**src/rtl/ibf_ctrl_pkg.sv**
```systemverilog
// Shared control definitions for the ibf/bf stage chain: FSM encoding,
// default geometry and the clog2 helper used by the stage wrappers.
package ibf_ctrl_pkg;

  typedef enum logic [1:0] {
    ST_IDLE  = 2'd0,
    ST_LOAD  = 2'd1,
    ST_ARMED = 2'd2,
    ST_SWAP  = 2'd3
  } cfg_state_t;

  function automatic int unsigned clog2(input int unsigned n);
    int unsigned r;
    int unsigned v;
    r = 0;
    v = (n > 0) ? n - 1 : 0;
    while (v != 0) begin
      r++;
      v = v >> 1;
    end
    return r;
  endfunction

  // Index width for a stage counter; never narrower than one bit.
  function automatic int unsigned stage_idx_w(input int unsigned n);
    return (clog2(n) < 1) ? 1 : clog2(n);
  endfunction

  localparam int unsigned DATA_WIDTH_DEF = 32;
  localparam int unsigned HALF_W         = DATA_WIDTH_DEF / 2;
  localparam int unsigned STAGE_NUM_DEF  = clog2(DATA_WIDTH_DEF);
  localparam int unsigned STAGE_IDX_W    = stage_idx_w(STAGE_NUM_DEF);

endpackage

```
**src/rtl/ibf_cfg_bank.sv**
```systemverilog
// Shadow and active configuration registers for the stage chain, with
// per-stage shadow write and per-stage shadow->active copy enables.
module ibf_cfg_bank
  import ibf_ctrl_pkg::*;
#(
  parameter int unsigned CFG_W     = HALF_W,
  parameter int unsigned STAGE_NUM = STAGE_NUM_DEF
) (
  input  logic                         clk,
  input  logic                         rst_n,
  input  logic [STAGE_NUM-1:0]         shadow_we,
  input  logic [CFG_W-1:0]             shadow_wdata,
  input  logic [STAGE_NUM-1:0]         copy_en,
  output logic [STAGE_NUM*CFG_W-1:0]   stage_cfg
);

  logic [CFG_W-1:0] shadow [STAGE_NUM];
  logic [CFG_W-1:0] active [STAGE_NUM];

  // Reset clears both banks at once, including stages already committed.
  always_ff @(posedge clk or negedge rst_n) begin
    if (!rst_n) begin
      for (int s = 0; s < STAGE_NUM; s++) begin
        shadow[s] <= '0;
        active[s] <= '0;
      end
    end else begin
      for (int s = 0; s < STAGE_NUM; s++) begin
        if (shadow_we[s]) shadow[s] <= shadow_wdata;
        if (copy_en[s])   active[s] <= shadow[s];
      end
    end
  end

  for (genvar g = 0; g < STAGE_NUM; g++) begin : g_flat
    assign stage_cfg[g*CFG_W +: CFG_W] = active[g];
  end

endmodule

```
**src/rtl/ibf_cfg_sequencer.sv**
```systemverilog
// Loads a per-stage config set into the shadow bank, arms it, and commits it
// to the active bank on swap_req (skewed one stage per cycle when piped).
module ibf_cfg_sequencer
  import ibf_ctrl_pkg::*;
#(
  parameter int unsigned DATA_WIDTH = DATA_WIDTH_DEF,
  parameter int unsigned STAGE_NUM  = STAGE_NUM_DEF,
  parameter bit          IS_PIPED   = 1'b1,
  parameter int unsigned EPOCH_W    = 8
) (
  input  logic                                clk,
  input  logic                                rst_n,
  input  logic                                cfg_valid,
  output logic                                cfg_ready,
  input  logic [DATA_WIDTH/2-1:0]             cfg_data,
  input  logic                                cfg_last,
  input  logic                                swap_req,
  output logic [STAGE_NUM*(DATA_WIDTH/2)-1:0] stage_cfg,
  output logic                                busy,
  output logic                                armed,
  output logic                                swap_done,
  output logic                                cfg_err,
  output logic [EPOCH_W-1:0]                  cfg_epoch
);

  localparam int unsigned      CFG_W    = DATA_WIDTH / 2;
  localparam int unsigned      IDX_W    = stage_idx_w(STAGE_NUM);
  localparam logic [IDX_W-1:0] LAST_IDX = IDX_W'(STAGE_NUM - 1);

  cfg_state_t           state;
  logic [IDX_W-1:0]     beat_cnt;
  logic [IDX_W-1:0]     sk;
  logic                 beat_acc;
  logic [IDX_W-1:0]     wr_idx;
  logic                 final_copy;
  logic [STAGE_NUM-1:0] shadow_we;
  logic [STAGE_NUM-1:0] copy_en;

  // cfg_ready is only high in IDLE/LOAD, so a handshake implies a load state.
  assign beat_acc   = cfg_valid & cfg_ready;
  assign wr_idx     = (state == ST_IDLE) ? '0 : beat_cnt;
  assign final_copy = (state == ST_SWAP) && (!IS_PIPED || (sk == LAST_IDX));

  always_comb begin
    shadow_we = '0;
    copy_en   = '0;
    for (int s = 0; s < STAGE_NUM; s++) begin
      shadow_we[s] = beat_acc && (wr_idx == IDX_W'(s));
      copy_en[s]   = (state == ST_SWAP) && (!IS_PIPED || (sk == IDX_W'(s)));
    end
  end

  // Control FSM; status outputs are updated alongside each state transition.
  always_ff @(posedge clk or negedge rst_n) begin
    if (!rst_n) begin
      state     <= ST_IDLE;
      beat_cnt  <= '0;
      sk        <= '0;
      cfg_ready <= 1'b1;
      busy      <= 1'b0;
      armed     <= 1'b0;
      swap_done <= 1'b0;
      cfg_err   <= 1'b0;
      cfg_epoch <= '0;
    end else begin
      swap_done <= 1'b0;
      cfg_err   <= 1'b0;
      case (state)
        ST_IDLE: begin
          if (beat_acc) begin
            if (cfg_last) begin
              cfg_err <= 1'b1;
            end else begin
              state    <= ST_LOAD;
              beat_cnt <= IDX_W'(1);
              busy     <= 1'b1;
            end
          end
        end
        ST_LOAD: begin
          if (beat_acc) begin
            beat_cnt <= beat_cnt + 1'b1;
            if (cfg_last && (beat_cnt == LAST_IDX)) begin
              state     <= ST_ARMED;
              beat_cnt  <= '0;
              cfg_ready <= 1'b0;
              armed     <= 1'b1;
            end else if (cfg_last || (beat_cnt == LAST_IDX)) begin
              state    <= ST_IDLE;
              beat_cnt <= '0;
              busy     <= 1'b0;
              cfg_err  <= 1'b1;
            end
          end
        end
        ST_ARMED: begin
          if (swap_req) begin
            state <= ST_SWAP;
            sk    <= '0;
            armed <= 1'b0;
          end
        end
        ST_SWAP: begin
          sk <= sk + 1'b1;
          if (final_copy) begin
            state     <= ST_IDLE;
            sk        <= '0;
            busy      <= 1'b0;
            cfg_ready <= 1'b1;
            swap_done <= 1'b1;
            cfg_epoch <= cfg_epoch + 1'b1;
          end
        end
        default: state <= ST_IDLE;
      endcase
    end
  end

  ibf_cfg_bank #(
    .CFG_W     (CFG_W),
    .STAGE_NUM (STAGE_NUM)
  ) u_bank (
    .clk          (clk),
    .rst_n        (rst_n),
    .shadow_we    (shadow_we),
    .shadow_wdata (cfg_data),
    .copy_en      (copy_en),
    .stage_cfg    (stage_cfg)
  );

endmodule

```
**config.mk**
```make
export PLATFORM = sky130hd
export DESIGN_NAME = ibf_cfg_sequencer
export DESIGN_NICKNAME = d
export VERILOG_FILES = /design/src/rtl/ibf_ctrl_pkg.sv /design/src/rtl/ibf_cfg_bank.sv /design/src/rtl/ibf_cfg_sequencer.sv
export SDC_FILE = /design/constraint.sdc
export NUM_CORES = 1
export LEC_CHECK = 0
export BUFFER_PORTS_ARGS = -buffer_cell sky130_fd_sc_hd__buf_2
export CORE_UTILIZATION = 45
export CTS_CLUSTER_DIAMETER = 40
export CTS_CLUSTER_SIZE = 24
export DETAILED_ROUTE_END_ITERATION = 12
export HOLD_SLACK_MARGIN = 0.1
export MAX_ROUTING_LAYER = met4
export PLACE_DENSITY = 0.75
export SLEW_MARGIN = 0
export SYNTH_ARGS = -nofsm -noshare
export SYNTH_HDL_FRONTEND = slang
export SYNTH_SLANG_ARGS = --single-unit
export TNS_END_PERCENT = 5
```
**constraint.sdc**
```tcl
create_clock -name clk -period 4.45 [get_ports clk]
set_input_delay 0 -clock clk [delete_from_list [all_inputs] [get_ports clk]]
set_output_delay 0 -clock clk [all_outputs]
set_load 0.005 [all_outputs]
```
* Word level (Yosys, flattened, before mapping)
Index checks and enable logic that the tools add are counted.
Storage, ports and cells: output and inout port bits 93, logic and storage cells 112, register bits 181
Cells by class: eq/ne operators 21, add/subtract/negate cells 3, multiplexer cells 41, reduce and logical (&&, ||, !) cells 27, bitwise gates (word level) 1
Operators by type and width (number):
- 3-bit 2-to-1 mux | 8
- 1-bit 2-to-1 mux | 19
- 2-bit inequality test (second input constant) | 8
- 2-bit 2-to-1 mux | 7
- 3-bit by 2-bit equality test with 1-bit output (second input constant) | 4
- 3-bit case mux with 2 select lines | 2
- 4-bit AND reduction | 3
- 1-bit logical AND | 11
- 3-bit equality test (second input constant) | 3
- 8-bit by 1-bit adder with 8-bit output (second input constant) | 1
- 2-bit case mux with 4 select lines | 1
- 2-bit nonzero test | 4
- 7-bit AND reduction | 1
- 3-bit by 1-bit adder with 3-bit output (second input constant) | 2
- 3-bit by 1-bit equality test with 1-bit output (second input constant) | 2
- 3-bit zero test | 2
- 1-bit case mux with 2 select lines | 3
- 6-bit AND reduction | 1
- 2-bit equality test (second input constant) | 2
- 2-bit AND reduction | 2
- 3-bit inequality test (second input constant) | 1
- 1-bit case mux with 3 select lines | 1
- 3-bit nonzero test | 1
- 2-bit by 1-bit equality test with 1-bit output (second input constant) | 1
- other kinds (3) | 3

* Logic depth before layout (Yosys ltp)
depth in word-level cells 6, gate-level depth with buffers 9, depth with buffers taken out 8

* Cells and area by module
Synthesis repeated with hierarchy kept, for this count alone.
Unflattened totals: cell total of the unflattened synthesis 463, area total of the unflattened synthesis 7701.1 µm²
By module, submodules not included:
- ibf_cfg_bank | area an instance 6493.7 µm², seq. area each 4003.8 µm², times used 1, cells each 340
- ibf_cfg_sequencer | area an instance 1207.4 µm², seq. area each 526.8 µm², times used 1, cells each 123

* Least setup slack after synthesis
Ideal clock, no wire load.
path type reg-to-reg, start point reg beat_cnt[0], end point reg beat_cnt[2], stages on the path, launching flop included 10, period minus slack after synthesis 1907 ps, setup time 68 ps, arrival time 1840 ps, required time 4382 ps, buffers on the path 1, path slack 2543 ps, cells stage by stage dfrtp_1 -> buf_2 -> inv_1 -> ha_1 -> nand2_1 -> inv_1 -> ha_1 -> nor4bb_1 -> a221o_1 -> a32o_1
On the way: word-level cells in the longest chain between the ends 6, elaborated cells on any way between the ends 8
Ends and longest elaborated chain:
- from (decl) | RTL line ibf_cfg_sequencer.sv:31 | logic [IDX_W-1:0] beat_cnt;
- from (signal assigned) | RTL line ibf_cfg_sequencer.sv:82 | beat_cnt <= beat_cnt + 1'b1;
- parallel branches: the longest is 3 deep, another holds 3-bit by 1-bit adder with 3-bit output
- 3-bit 2-to-1 mux (*) | RTL line ibf_cfg_sequencer.sv:83 | if (cfg_last && (beat_cnt == LAST_IDX)) begin
- 3-bit 2-to-1 mux (*) | RTL line ibf_cfg_sequencer.sv:81 | if (beat_acc) begin
- 3-bit case mux with 2 select lines (*) | RTL line ibf_cfg_sequencer.sv:68 | case (state)
Every way passes the cells marked *. The select of a mux whose other input is x is not followed. A chain may end at the register's enable or synchronous reset.

==> impl_table.tex <==
\begin{tabular}{lr}
\hline
Metric & Value \\
\hline
\multicolumn{2}{l}{\textbf{Worst setup path}} \\
\quad Required time at the worst-slack endpoint & 4.75 ns \\
\quad Worst r2r path cells & 2 \\
\quad Reg2reg end & u\_bank.stage\_cfg[27]\$\_DFFE\_PN0P\_ \\
\quad Type of element launching the critical path & flop \\
\quad Capture point of the critical path & u\_bank.stage\_cfg[27]\$\_DFFE\_PN0P\_ \\
\quad Reg-to-reg slack, setup & 2.05 ns \\
\quad Crit Path Class & flop to flop \\
\quad Arrival time at the worst endpoint & about 2.7 ns \\
\quad Maximum fanout encountered on the critical timing path & 18 \\
\quad CP Capture Type & flop \\
\multicolumn{2}{l}{\textbf{Clock tree}} \\
\quad Clock Pin Slew Worst Setup and Hold Paths & 0.06 ns \\
\quad Clk\_lat worst skew & 0.43 ns \\
\quad Buffer cell driving the clock tree root & sky130\_fd\_sc\_hd\_\_clkbuf\_16 \\
\quad Clock sinks & 181 \\
\quad Maximum clock path buffer count & 2 \\
\quad Number of buffers added by the clock tree synthesis step & 17 \\
\quad Total number of H-tree levels & 4 \\
\quad CTS tree & built \\
\multicolumn{2}{l}{\textbf{Cells and area}} \\
\quad Finished layout cell area & 8856 um\^{}2 \\
\quad Filler-free cell count of the finished design & 862 \\
\quad Final antenna diode count & 0 \\
\quad Share of post-route cells with drive strength above 1 & 46.44\% \\
\quad Final Net Count & 664 \\
\quad Growth of design area from synthesis to finish & 22.16\% \\
\multicolumn{2}{l}{\textbf{Drt}} \\
\quad Final Routed Wirelength & 15.75 mm \\
\quad Detailed-router iteration count before antenna repair & 5 \\
\quad Average via count per standard cell & 5.107 \\
\quad Remaining routing DRC violations & 0 \\
\quad Detailed router's first-iteration violation count & 200 \\
\quad Average wire per standard cell & 18.27 um \\
\quad Post-route ant nets & 0 \\
\quad Via count & 4402 \\
\multicolumn{2}{l}{\textbf{Global route}} \\
\quad First-pass GRT wire length & around 25 mm \\
\quad Antenna violations before repair & 0 \\
\quad Maximum number of pins on one net before global-route repair & 87 \\
\quad Residual overflow from global routing & 0 \\
\quad Overall Global Routing Usage & a little over a fifth \\
\quad Vias in the first global route & 4714 \\
\multicolumn{2}{l}{\textbf{Synth}} \\
\quad Net count of the mapped netlist & between 500 and 600 \\
\quad Post-synthesis cell count & slightly below 500 \\
\quad Combinational family with the most area after synthesis & multiplexers \\
\quad Number of enable flip-flop cells after synthesis & 0 \\
\quad Simple-gate share of the synthesized area & under 10\% \\
\quad FF+latch count, synth & 181 \\
\quad Cell area after technology mapping & 7249 um\^{}2 \\
\quad Post-synthesis mux area share & approximately a quarter \\
\quad Average cell area after synthesis & 14.62 um\^{}2 \\
\quad Adder-cell area share of the yosys netlist & 1.726\% \\
\quad Total number of yosys warnings & 0 \\
\quad Count of distinct cell types in the synthesized netlist & 42 \\
\quad Async set-or-reset flop fraction in the synthesized netlist & 100.0\% \\
\quad XOR/XNOR share of the synthesized area & less than 1\% \\
\quad Sequential-to-total area share from yosys stat & about 62\% \\
\quad Fraction of the mapped netlist area in compound gates & 2.002\% \\
\quad Top FF cell, synth & sky130\_fd\_sc\_hd\_\_dfrtp\_1 \\
\multicolumn{2}{l}{\textbf{STA}} \\
\quad Final worst slack & 2.046 ns \\
\quad Setup TNS & 0 ns \\
\quad Min Tclk post-route & 2.404 ns \\
\quad Share of the cycle needed by the critical path after routing & 54.03\% \\
\quad Top achievable clock speed & 415.9 MHz \\
\quad Clock tree skew after final layout & 0.005597 ns \\
\quad Tightest Pin Transition & 1.108 ns \\
\quad RSZ-0062 raised after global routing & no \\
\quad Number of setup violations in the final report & 0 \\
\quad Max Slew Vio Count & 0 \\
\quad Remaining max-slew budget at the tightest pin & 25.94\% \\
\quad Final number of hold-violating endpoints & 0 \\
\multicolumn{2}{l}{\textbf{Placed design}} \\
\quad Setup Slack @ Placement & 2.056 ns \\
\quad Port Buffer Count & between 100 and 150 \\
\quad DP Area & about 8000 um\^{}2 \\
\quad Weighted congestion at the end of routability-driven global placement & between 0.8 and 0.9 \\
\quad Detailed placer's ending HPWL & about 10 mm \\
\quad Instance count after placement with tap cells included & 809 \\
\multicolumn{2}{l}{\textbf{Job}} \\
\quad Number of max-capacitance violations reported & 0 \\
\multicolumn{2}{l}{\textbf{Floorplanning}} \\
\quad Full die area & 16620 um\^{}2 \\
\quad Initial standard-cell utilization of the core & between 40\% and 50\% \\
\quad Top-level I/O count & 114 \\
\quad Floorplan core area & around 16000 um\^{}2 \\
\quad Die Span X & 128.9 um \\
\quad Die Height & $\sim$130 um \\
\quad Number of rows in the core area & 46 \\
\multicolumn{2}{l}{\textbf{Power}} \\
\quad Share of total power in sequential cells & 48.8\% \\
\quad Fraction of power spent switching nets & 19.69\% \\
\quad Power density over the cells & $\sim$380 nW/um\^{}2 \\
\quad Peak supply drop & 0.2900 mV \\
\quad Internal power & 2.710 mW \\
\quad Static Leak & a little under 5 nW \\
\quad Combinational share of power & 2.1\% \\
\quad Switching power & 0.6644 mW \\
\quad Part of the total power dissipated in the clock network & roughly half \\
\multicolumn{2}{l}{\textbf{Status}} \\
\quad Outcome & finished, final reports clean \\
\multicolumn{2}{l}{\textbf{Min path}} \\
\quad Hold crit path type & primary input to async pin \\
\hline
\end{tabular}
per-layer routing:
layer	part of all wire [%]	GRT usage, %	vias up
met5	0	-	-
met4	2.0	7.336	0
met3	4.9	6.112	25
met2	48	33.80	112
met1	45	25.81	2271
li1	-	-	1994
power groups by stage:
stage | Sequential, mW | Combinational, mW | Clock [mW]
2_1_floorplan | 1.68 | 0.00301 | 0
3_5_place_dp | 1.68 | 0.0605 | 0
5_1_grt | 1.64 | 0.0826 | 1.76
6_report | 1.65 | 0.0723 | 1.66
4_1_cts | 1.65 | 0.0744 | 1.69
3_3_place_gp | 1.68 | 0.0587 | 0
kinds of logic (layout without fill, tap and decap cells):
group / count (synthesis) / after routing
compound gates: 22 / 22
xor+xnor: 7 / 7
fa+ha+maj: 10 / 10
buf+inv: 31 / 181
flops: 181 / 181
mux: 144 / 144
simple gates: 101 / 101
worst max-delay path, stage by stage (launching register included):
cell and delay [ns]:
sky130_fd_sc_hd__dfrtp_1 0.68, sky130_fd_sc_hd__nand4_1 0.98, sky130_fd_sc_hd__mux2_2 0.62
cell type report:
cell class | instances | area [um^2]
Fill cell | 1301 | 6972
Sequential cell | 181 | 4531
Multi-Input combinational cell | 284 | 2535
Timing Repair Buffer | 138 | 812.0
Clock buffer | 21 | 470.5
Tap cell | 216 | 270.3
Clock inverter | 11 | 196.4
Inverter | 11 | 41.29
synthesized netlist by cell type (3+ instances only):
master                     instances  area, um^2
sky130_fd_sc_hd__nand4_1           4       25.02
sky130_fd_sc_hd__mux2_2          124        1396
sky130_fd_sc_hd__xor2_1            4       35.03
sky130_fd_sc_hd__mux2_4           20       300.3
sky130_fd_sc_hd__o21ai_0           7       35.03
sky130_fd_sc_hd__nor3_1            4       20.02
sky130_fd_sc_hd__ha_1             10       125.1
sky130_fd_sc_hd__clkbuf_1          4       15.01
sky130_fd_sc_hd__dfrtp_1         180        4504
sky130_fd_sc_hd__buf_6             3       33.78
sky130_fd_sc_hd__nand2_1          65       244.0
sky130_fd_sc_hd__a21oi_1           7       35.03
sky130_fd_sc_hd__xnor2_1           3       26.28
sky130_fd_sc_hd__inv_1            11       41.29
sky130_fd_sc_hd__buf_2             8       40.04
sky130_fd_sc_hd__nor2_1            6       22.52
sky130_fd_sc_hd__nand3_1           6       30.03
sequential cells by signal (all words and copies together) (netlist names), named ones only:
register,count
cfg_epoch,8
beat_cnt,3
sk,3
state,1
u_bank.shadow,80
cfg_ready,1
u_bank.stage_cfg,80
busy,1
armed,1
cfg_err,1
swap_done,1
worst min path at each step:
| stage | startpoint | endpoint | slack [ns] | depth (start not counted) |
|---|---|---|---|---|
| floorplan | rst_n | async pin | -0.30 | 0 |
| global placement | rst_n | u_bank.stage_cfg[41]$_DFFE_PN0P_ | 0.1 | 1 |
| detailed placement | rst_n | u_bank.stage_cfg[58]$_DFFE_PN0P_ | 0.11 | 1 |
| CTS | rst_n | u_bank.stage_cfg[13]$_DFFE_PN0P_ | 0.23 | 2 |
| global route | rst_n | u_bank.shadow[45]$_DFFE_PN0P_ | 0.27 | 2 |
| finish | rst_n | u_bank.shadow[45]$_DFFE_PN0P_ | 0.20 | 2 |
cells in the final DEF, fill, tap and decap left out, types with 2 or more instances in the layout:
cell type	synthesis	routed
sky130_fd_sc_hd__clkbuf_8	0	3
sky130_fd_sc_hd__nor4_1	2	2
sky130_fd_sc_hd__nor4bb_1	2	2
sky130_fd_sc_hd__bufinv_16	0	5
sky130_fd_sc_hd__xor2_1	4	4
sky130_fd_sc_hd__buf_2	8	112
sky130_fd_sc_hd__dfrtp_1	180	180
sky130_fd_sc_hd__nand4_1	4	4
sky130_fd_sc_hd__nand2b_1	2	2
sky130_fd_sc_hd__o21ai_0	7	7
sky130_fd_sc_hd__a21oi_1	7	7
sky130_fd_sc_hd__nand4_4	2	2
sky130_fd_sc_hd__nand3_1	6	6
sky130_fd_sc_hd__mux2_2	124	124
sky130_fd_sc_hd__nor2_1	6	6
sky130_fd_sc_hd__nand2_1	65	65
sky130_fd_sc_hd__ha_1	10	10
sky130_fd_sc_hd__and3b_1	2	2
sky130_fd_sc_hd__dlygate4sd3_1	0	21
sky130_fd_sc_hd__mux2_4	20	20
sky130_fd_sc_hd__buf_4	1	4
sky130_fd_sc_hd__inv_1	11	11
sky130_fd_sc_hd__xnor2_1	3	3
sky130_fd_sc_hd__clkbuf_16	0	17
sky130_fd_sc_hd__nor3_1	4	4
sky130_fd_sc_hd__clkinvlp_4	0	5
what timing repair did:
action,CTS,global route
hold buffers,21,0
gates resized for setup,0,0
setup buffers,0,0
hold endpoints to repair,176,0
per-stage QoR:
stage | util (%) | hold slack (ns) | power [mW]
2_1_floorplan | - | -0.2956 | 1.679
3_3_place_gp | 50.41 | 0.09728 | 1.735
3_5_place_dp | 50.41 | 0.1145 | 1.736
4_1_cts | 55.95 | 0.2252 | 3.412
5_1_grt | 55.95 | 0.2657 | 3.486
6_report | 55.95 | 0.1952 | 3.374
(Power assumes the default switching activity.)
